### src/rtl/booth_arbiter.sv
`default_nettype none
// ============================================================================
// Module   : booth_arbiter
// Brief    : Round-robin front end that shares one booth sequential multiplier
//            between R requesters over valid/ready request/response handshakes.
//            Optional macro BOOTH_ARB_ZERO_BYPASS_EN: zero operands skip the
//            multiplier and respond with 0 one cycle after the grant.
// Revision : 1.0  initial release
// ============================================================================
module booth_arbiter #(
    parameter int M = 8,
    parameter int N = 8,
    parameter int R = 4
) (
    input  logic                 clk,
    input  logic                 rst_n,
    input  logic [R-1:0]         i_req_valid,
    input  logic [R*M-1:0]       i_req_m,
    input  logic [R*N-1:0]       i_req_n,
    output logic [R-1:0]         o_req_ready,
    output logic [R-1:0]         o_rsp_valid,
    output logic [M+N-1:0]       o_rsp_result,
    input  logic [R-1:0]         i_rsp_ready,
    output logic                 o_mul_start,
    output logic [M-1:0]         o_mul_m,
    output logic [N-1:0]         o_mul_n,
    input  logic [M+N-1:0]       i_mul_result,
    input  logic                 i_mul_end
);

    localparam int PW = (R > 1) ? $clog2(R) : 1;

    typedef enum logic [1:0] {
        S_IDLE  = 2'd0,
        S_ISSUE = 2'd1,
        S_WAIT  = 2'd2,
        S_RESP  = 2'd3
    } state_t;

    state_t          r_state;
    logic [PW-1:0]   r_ptr;
    logic [PW-1:0]   r_gnt;
    logic            r_mul_end_d;

    logic            w_any;
    logic [PW-1:0]   w_gidx;
    logic [M-1:0]    w_gm;
    logic [N-1:0]    w_gn;
    logic            w_zero;
    logic            w_end_edge;
    logic [R-1:0]    w_new_oh;
    logic [R-1:0]    w_cur_oh;

    // Scan downwards so the last hit is the closest requester at/after r_ptr.
    always_comb begin
        w_any  = 1'b0;
        w_gidx = '0;
        for (int k = R - 1; k >= 0; k--) begin
            if (i_req_valid[(int'(r_ptr) + k) % R]) begin
                w_any  = 1'b1;
                w_gidx = PW'((int'(r_ptr) + k) % R);
            end
        end
    end

    assign w_gm       = i_req_m[int'(w_gidx)*M +: M];
    assign w_gn       = i_req_n[int'(w_gidx)*N +: N];
    assign w_end_edge = i_mul_end & ~r_mul_end_d;
    assign w_new_oh   = {{(R-1){1'b0}}, 1'b1} << w_gidx;
    assign w_cur_oh   = {{(R-1){1'b0}}, 1'b1} << r_gnt;

`ifdef BOOTH_ARB_ZERO_BYPASS_EN
    assign w_zero = (w_gm == '0) || (w_gn == '0);
`else
    assign w_zero = 1'b0;
`endif

    // Ready must be combinational so the accept lands in the grant cycle itself.
    always_comb begin
        o_req_ready = '0;
        if (r_state == S_IDLE && w_any) begin
            o_req_ready = w_new_oh;
        end
    end

    always_ff @(posedge clk or negedge rst_n) begin
        if (!rst_n) begin
            r_state      <= S_IDLE;
            r_ptr        <= '0;
            r_gnt        <= '0;
            r_mul_end_d  <= 1'b0;
            o_rsp_valid  <= '0;
            o_rsp_result <= '0;
            o_mul_start  <= 1'b0;
            o_mul_m      <= '0;
            o_mul_n      <= '0;
        end else begin
            r_mul_end_d <= i_mul_end;
            case (r_state)
                S_IDLE: begin
                    if (w_any) begin
                        r_gnt <= w_gidx;
                        if (w_zero) begin
                            o_rsp_valid  <= w_new_oh;
                            o_rsp_result <= '0;
                            r_state      <= S_RESP;
                        end else begin
                            o_mul_m     <= w_gm;
                            o_mul_n     <= w_gn;
                            o_mul_start <= 1'b1;
                            r_state     <= S_ISSUE;
                        end
                    end
                end
                S_ISSUE: begin
                    o_mul_start <= 1'b0;
                    r_state     <= S_WAIT;
                end
                S_WAIT: begin
                    // r_mul_end_d already tracked end_sig during ISSUE, so a level
                    // that rose there produces no edge here.
                    if (w_end_edge) begin
                        o_rsp_result <= i_mul_result;
                        o_rsp_valid  <= w_cur_oh;
                        o_mul_m      <= '0;
                        o_mul_n      <= '0;
                        r_state      <= S_RESP;
                    end
                end
                S_RESP: begin
                    if (i_rsp_ready[r_gnt]) begin
                        o_rsp_valid <= '0;
                        r_ptr       <= (r_gnt == PW'(R - 1)) ? '0 : r_gnt + 1'b1;
                        r_state     <= S_IDLE;
                    end
                end
                default: r_state <= S_IDLE;
            endcase
        end
    end

endmodule
`default_nettype wire

### config.mk
export PLATFORM = sky130hd
export DESIGN_NAME = booth_arbiter
export DESIGN_NICKNAME = d
export VERILOG_FILES = /design/src/rtl/booth_arbiter.sv
export SDC_FILE = /design/constraint.sdc
export NUM_CORES = 1
export LEC_CHECK = 0
export ABC_AREA = 1
export ABC_CLOCK_PERIOD_IN_PS = 2550
export BUFFER_PORTS_ARGS = -buffer_cell sky130_fd_sc_hd__buf_2
export CORE_AREA = 2 2 101 64
export DETAILED_ROUTE_END_ITERATION = 6
export DIE_AREA = 0 0 103 66
export PLACE_DENSITY = 0.79
export SLEW_MARGIN = 25
export SYNTH_ARGS = -nofsm -noshare
export SYNTH_HDL_FRONTEND = slang
export SYNTH_SLANG_ARGS = --single-unit
### constraint.sdc
create_clock -name clk -period 2.55 [get_ports clk]
set_input_delay 0.255 -clock clk [delete_from_list [all_inputs] [get_ports clk]]
set_output_delay 0.255 -clock clk [all_outputs]
set_load 0.05 [all_outputs]
# [Word level (Yosys, flattened, before mapping)]
# Cells that the tools add are included.
[op_classes] add_sub_neg=4 div=0 reduce_logical=15 mul=0 eq_ne=7 order_cmp=5 shift=4 bitwise_logic=5 mux=37
[op_table] operator="32-bit by 6-bit indexed part select with 8-bit output" n=2
[op_table] operator="8-bit case mux with 2 select lines" n=2
[op_table] operator="8-bit 2-to-1 mux" n=3
[op_table] operator="2-bit 2-to-1 mux" n=8
[op_table] operator="1-bit 2-to-1 mux" n=13
[op_table] operator="3-bit by 4-bit < comparator with 1-bit output, second input constant" n=3
[op_table] operator="4-bit 2-to-1 mux" n=3
[op_table] operator="1-bit binary-select mux with 2-bit select" n=5
[op_table] operator="3-bit AND reduction" n=3
[op_table] operator="2-bit case mux with 4 select lines" n=1
[op_table] operator="4-bit case mux with 2 select lines" n=1
[op_table] operator="2-bit AND reduction" n=4
[op_table] operator="1-bit by 2-bit left shift with 4-bit output, first input constant" n=2
[op_table] operator="2-bit == test, second input constant" n=3
[op_table] operator="2-bit by 3-bit < comparator with 1-bit output, second input constant" n=2
[op_table] operator="2-bit != test, second input constant" n=3
[op_table] operator="2-bit nonzero test" n=3
[op_table] operator="2-bit OR reduction" n=3
[op_table] operator="2-bit by 1-bit adder with 2-bit output, second input constant" n=2
[op_table] operator="2-bit adder, second input constant" n=2
[op_table] operator="1-bit AND, first input constant" n=3
[op_table] operator="2-bit by 1-bit == test with 1-bit output, second input constant" n=1
[op_table] operator="2-bit zero test" n=1
[op_table] operator="1-bit case mux with 2 select lines" n=1
[op_table] operator="other kinds (3)" n=3
[totals] in_bits=91 wordCells=86 romBits=0 reg_bits=44 out_inout_bits=41 memories=0 ram_bits=0 latch_bits=0

# [Longest topological paths before layout]
[depth] ltp_word=13 depth_mapped=15 depth_no_buf=14

# [Least setup slack after synthesis]
# Ideal clock, no wire load.
[synth_path] path_kind="reg2out" from="reg r_ptr[0]" to="out o_req_ready[1]" setup_slack_ns=0.250 stages_incl_launch_ff=13 arrival_ns=2.045 path_cell_list="dfrtp_1 > inv_2 > nand2_1 > nand2_1 > nand2_1 > nand2_2 > inv_2 > nand2_1 > nand2_1 > nand2_2 > buf_2 > nand3_1 > nor2_1"
[synth_between] elab_chain_cells=10
[synth_rtl] element="from (decl)" line_no="41" rtl="logic [PW-1:0] r_ptr;"
[synth_rtl] element="from (signal assigned)" line_no="133" rtl="r_ptr <= (r_gnt == PW'(R - 1)) ? '0 : r_gnt + 1'b1;"
[synth_rtl] element="2-bit adder" line_no="59, 61"
[synth_rtl] element="1-bit binary-select mux with 2-bit select" line_no="59" rtl="if (i_req_valid[(int'(r_ptr) + k) % R]) begin"
[synth_rtl] element="1-bit 2-to-1 mux (not written as such) (2 in a row)" line_no="59"
[synth_rtl] element="2-bit 2-to-1 mux or 1-bit 2-to-1 mux (tied branches) (4 in a row)" line_no="59"
[synth_rtl] element="1-bit by 2-bit left shift with 4-bit output or 1-bit logical AND (tied branches)" line_no="69, 81"
[synth_rtl] element="4-bit 2-to-1 mux *" line_no="81" rtl="if (r_state == S_IDLE && w_any) begin"
[synth_rtl] element="to (decl)" line_no="20" rtl="output logic [R-1:0] o_req_ready,"
# Every way passes the cells marked *; elsewhere a longest branch is shown, timed or not. The select of a mux whose other input is x is not followed.

# [Worst setup path after layout]
[layout_path] from="reg r_ptr[0]" to="out o_req_ready[0]"
# The elaborated chain is that of the path after synthesis.

==> flow_metrics.tcl <==
set metrics [dict create \
    syn_nets 439 \
    postSynthRegisterBits 44 \
    tritoncts "built" \
    syn2layout_area_growth_pct 33.5 \
    crit_path_start_kind "flop" \
    routabilityCongestion 0.831 \
    grt_first_pass_wirelength_um 11200 \
    finalHoldViolCount 0 \
    critical_path_class "reg2out" \
    drt-initial-drc-count 88 \
    worst_setup_skew_after_layout_ps 2.62 \
    die_boundary_width_um 103 \
    syn_area_per_cell_um2 7.70 \
    std_cell_rows 22 \
    syn_area_mm2 0.00262 \
    period_needed_ps 2430 \
    period_share 0.952 \
    hpwl_um 5640 \
    setup_violations 0 \
    antenna_found_initial 0 \
    finalNetCount 571 \
    vias_in_the_first_global_route 2487 \
    crit_path_required_time_ps 2300 \
    die_area_mm2 0.00680 \
    fillerInstances 556 \
    insertion_delay_ps 290 \
    path_max_fanout 15 \
    synth_top_cells_by_count "nand2_1, nand3_1, dfrtp_1" \
    post_synth_inst_count 340 \
    timing.max_slew.rel_slack 0.639 \
    clock-sinks 44 \
    final_layout_size_suffix_gt1_frac 0.376 \
    busiest_layer "met2" \
    fmax_mhz 412 \
    maxCapViolCount 0 \
    worst_path_largest_cell_delay_ps 460 \
    fp.coreArea_mm2 0.00589 \
    synth.most_common_cell "nand2_1" \
    post_synth_num_cell_types 23 \
    drc 0 \
    synth_edf_count 0 \
    critPathArrivalTime_ps 2170 \
    met3_routing_resource_usage_after_global_routing 0.0687 \
    synth.yosys.seq_area_share 0.421 \
    pin_count_of_the_biggest_net_entering_global_routing 45 \
    max_slew.worst_pin.slew_ps 542 \
    drv_slew 0 \
    ctsLongestPathBuffers 2 \
    port_buffers 131 \
    crit_path_cell_trace "inv_4, nand2_1, nand3_1, nand2_1, inv_1, nor2_1, nor2_1, nand2_4, nand2_4, nand2_1, nor2_1, clkbuf_4" \
    run_status "finished clean" \
    drtAntennaViolNets 0 \
    detail_route.vias_per_cell 4.99 \
    worst_path_max_delay_cell "dfrtp_2" \
    total_routing_usage_gr 0.214 \
    diodes 0 \
    gr-usage-met1 0.272 \
    end_kind "primary output" \
    drt-wirelength-per-cell_um 13.3 \
    global_route_met2_utilization 0.348 \
    routed-via-count 2777 \
    post-synth-top-area-fraction 0.421 \
    post-synth-top-area-cell "dfrtp_1" \
    grt.overflow.total 0 \
    h-tree-depth 2 \
    yosys_most_used_dff "dfrtp_1" \
    cts.clk_slew.worst_paths_ps 80 \
    yosys_warns 0 \
    cts_root_buffer "clkbuf_8" \
    synthTopCellsByArea "dfrtp_1, nand3_1, nand2_1" \
    worst_hold_path_type "in2reg" \
    drt_pass1_iterations 5 \
    fin_ws_ps 122 \
    die_y_um 66 \
    ioPinCount 132 \
    start_util 0.444 \
    wl_um 7430 \
    cts_inserted_buffers 5 \
    pre_cts_slack_ps 337 \
    postSynth.asyncResetShare 1.00 \
]
==> layout by cell type (no fill, tap or decap), drive strengths merged, types with 2 or more instances in the layout <==
master	netlist	routed
dfrtp	44	44
inv	22	22
mux2	16	16
nand3	88	88
buf	14	137
clkinvlp	0	2
nand2	118	118
nor2	9	9
clkbuf	1	8
ha	8	8
o21ai	15	15
==> per-layer routing <==
layer	up-vias	part of all wire
met5	-	0
li1	1388	-
met1	1250	0.43
met2	129	0.46
met3	10	0.10
met4	0	0.013
==> cells by family (layout without fill, tap and decap cells) <==
kind of cell               after synthesis  in the layout  share of synthesized area
muxes                                   16             16                     0.0688
and+or+nand+nor                        217            217                      0.364
DFF                                     44             44                      0.421
AOI/OAI and AO/OA                       18             18                     0.0416
buffers and inverters                   37            170                     0.0669
adders and majority gates                8              8                     0.0382
==> per-stage QoR <==
stage	utilization	hold slack, ps	instance area, um2	TNS [ps]	cells
after CTS	0.582	80.4	3430	0	554
after detailed placement	0.565	393	3330	0	546
final	0.593	94.5	3490	0	557
after floorplan	-	-40.6	2620	0	340
after global routing	0.593	90.5	3490	-79.0	557
after global placement	0.565	390	3330	0	546
==> registers in the layout, indices dropped and copies added, names as in the netlist <==
| register | cells |
|---|---|
| o_rsp_valid | 4 |
| r_mul_end_d | 1 |
| r_gnt | 2 |
| r_ptr | 2 |
| o_mul_m | 8 |
| r_state | 2 |
| o_mul_start | 1 |
| o_rsp_result | 16 |
| o_mul_n | 8 |
==> what timing repair did <==
action                     4_1_cts  5_1_grt
setup endpoints to repair        0        4
buffers inserted                 0        2
hold buffers                     0        1
hold endpoints to repair         0       44
resized for setup                0       18
==> area by class of cell <==
type	count	area, um2	share of cell area
multi-input combinational	259	1360	0.389
tap	84	105	0.0301
clock buffer	6	82.6	0.0236
timing repair buffer	140	742	0.212
sequential	44	1100	0.316
clock inverter	2	15.0	0.00430
inverter	22	87.6	0.0251
==> path summary, 6_finish.rpt <==
kind | end | from | slack [ps] | cells after the start
max in group asynchronous | r_ptr[0] | rst_n | 1650 | 2
min reg2reg | o_mul_n[2] | o_mul_n[2] | 480 | 2
min | r_mul_end_d | i_mul_end | 90 | 1
max | o_req_ready[0] | r_ptr[0] | 120 | 12
min in group asynchronous | o_rsp_valid[2] | rst_n | 510 | 2
max reg2reg | o_mul_m[1] | r_ptr[0] | 450 | 14
==> worst max-delay path, delay by kind of cell (launching register included) <==
family / cells / cell delay, ps
AND/OR/NAND/NOR: 9 / 950
flip-flops: 1 / 460
buffers and inverters: 3 / 470
Power is left out: the tool's default activity adds up to more than one toggle a clock period on the data nets, which glitch-free logic cannot reach.
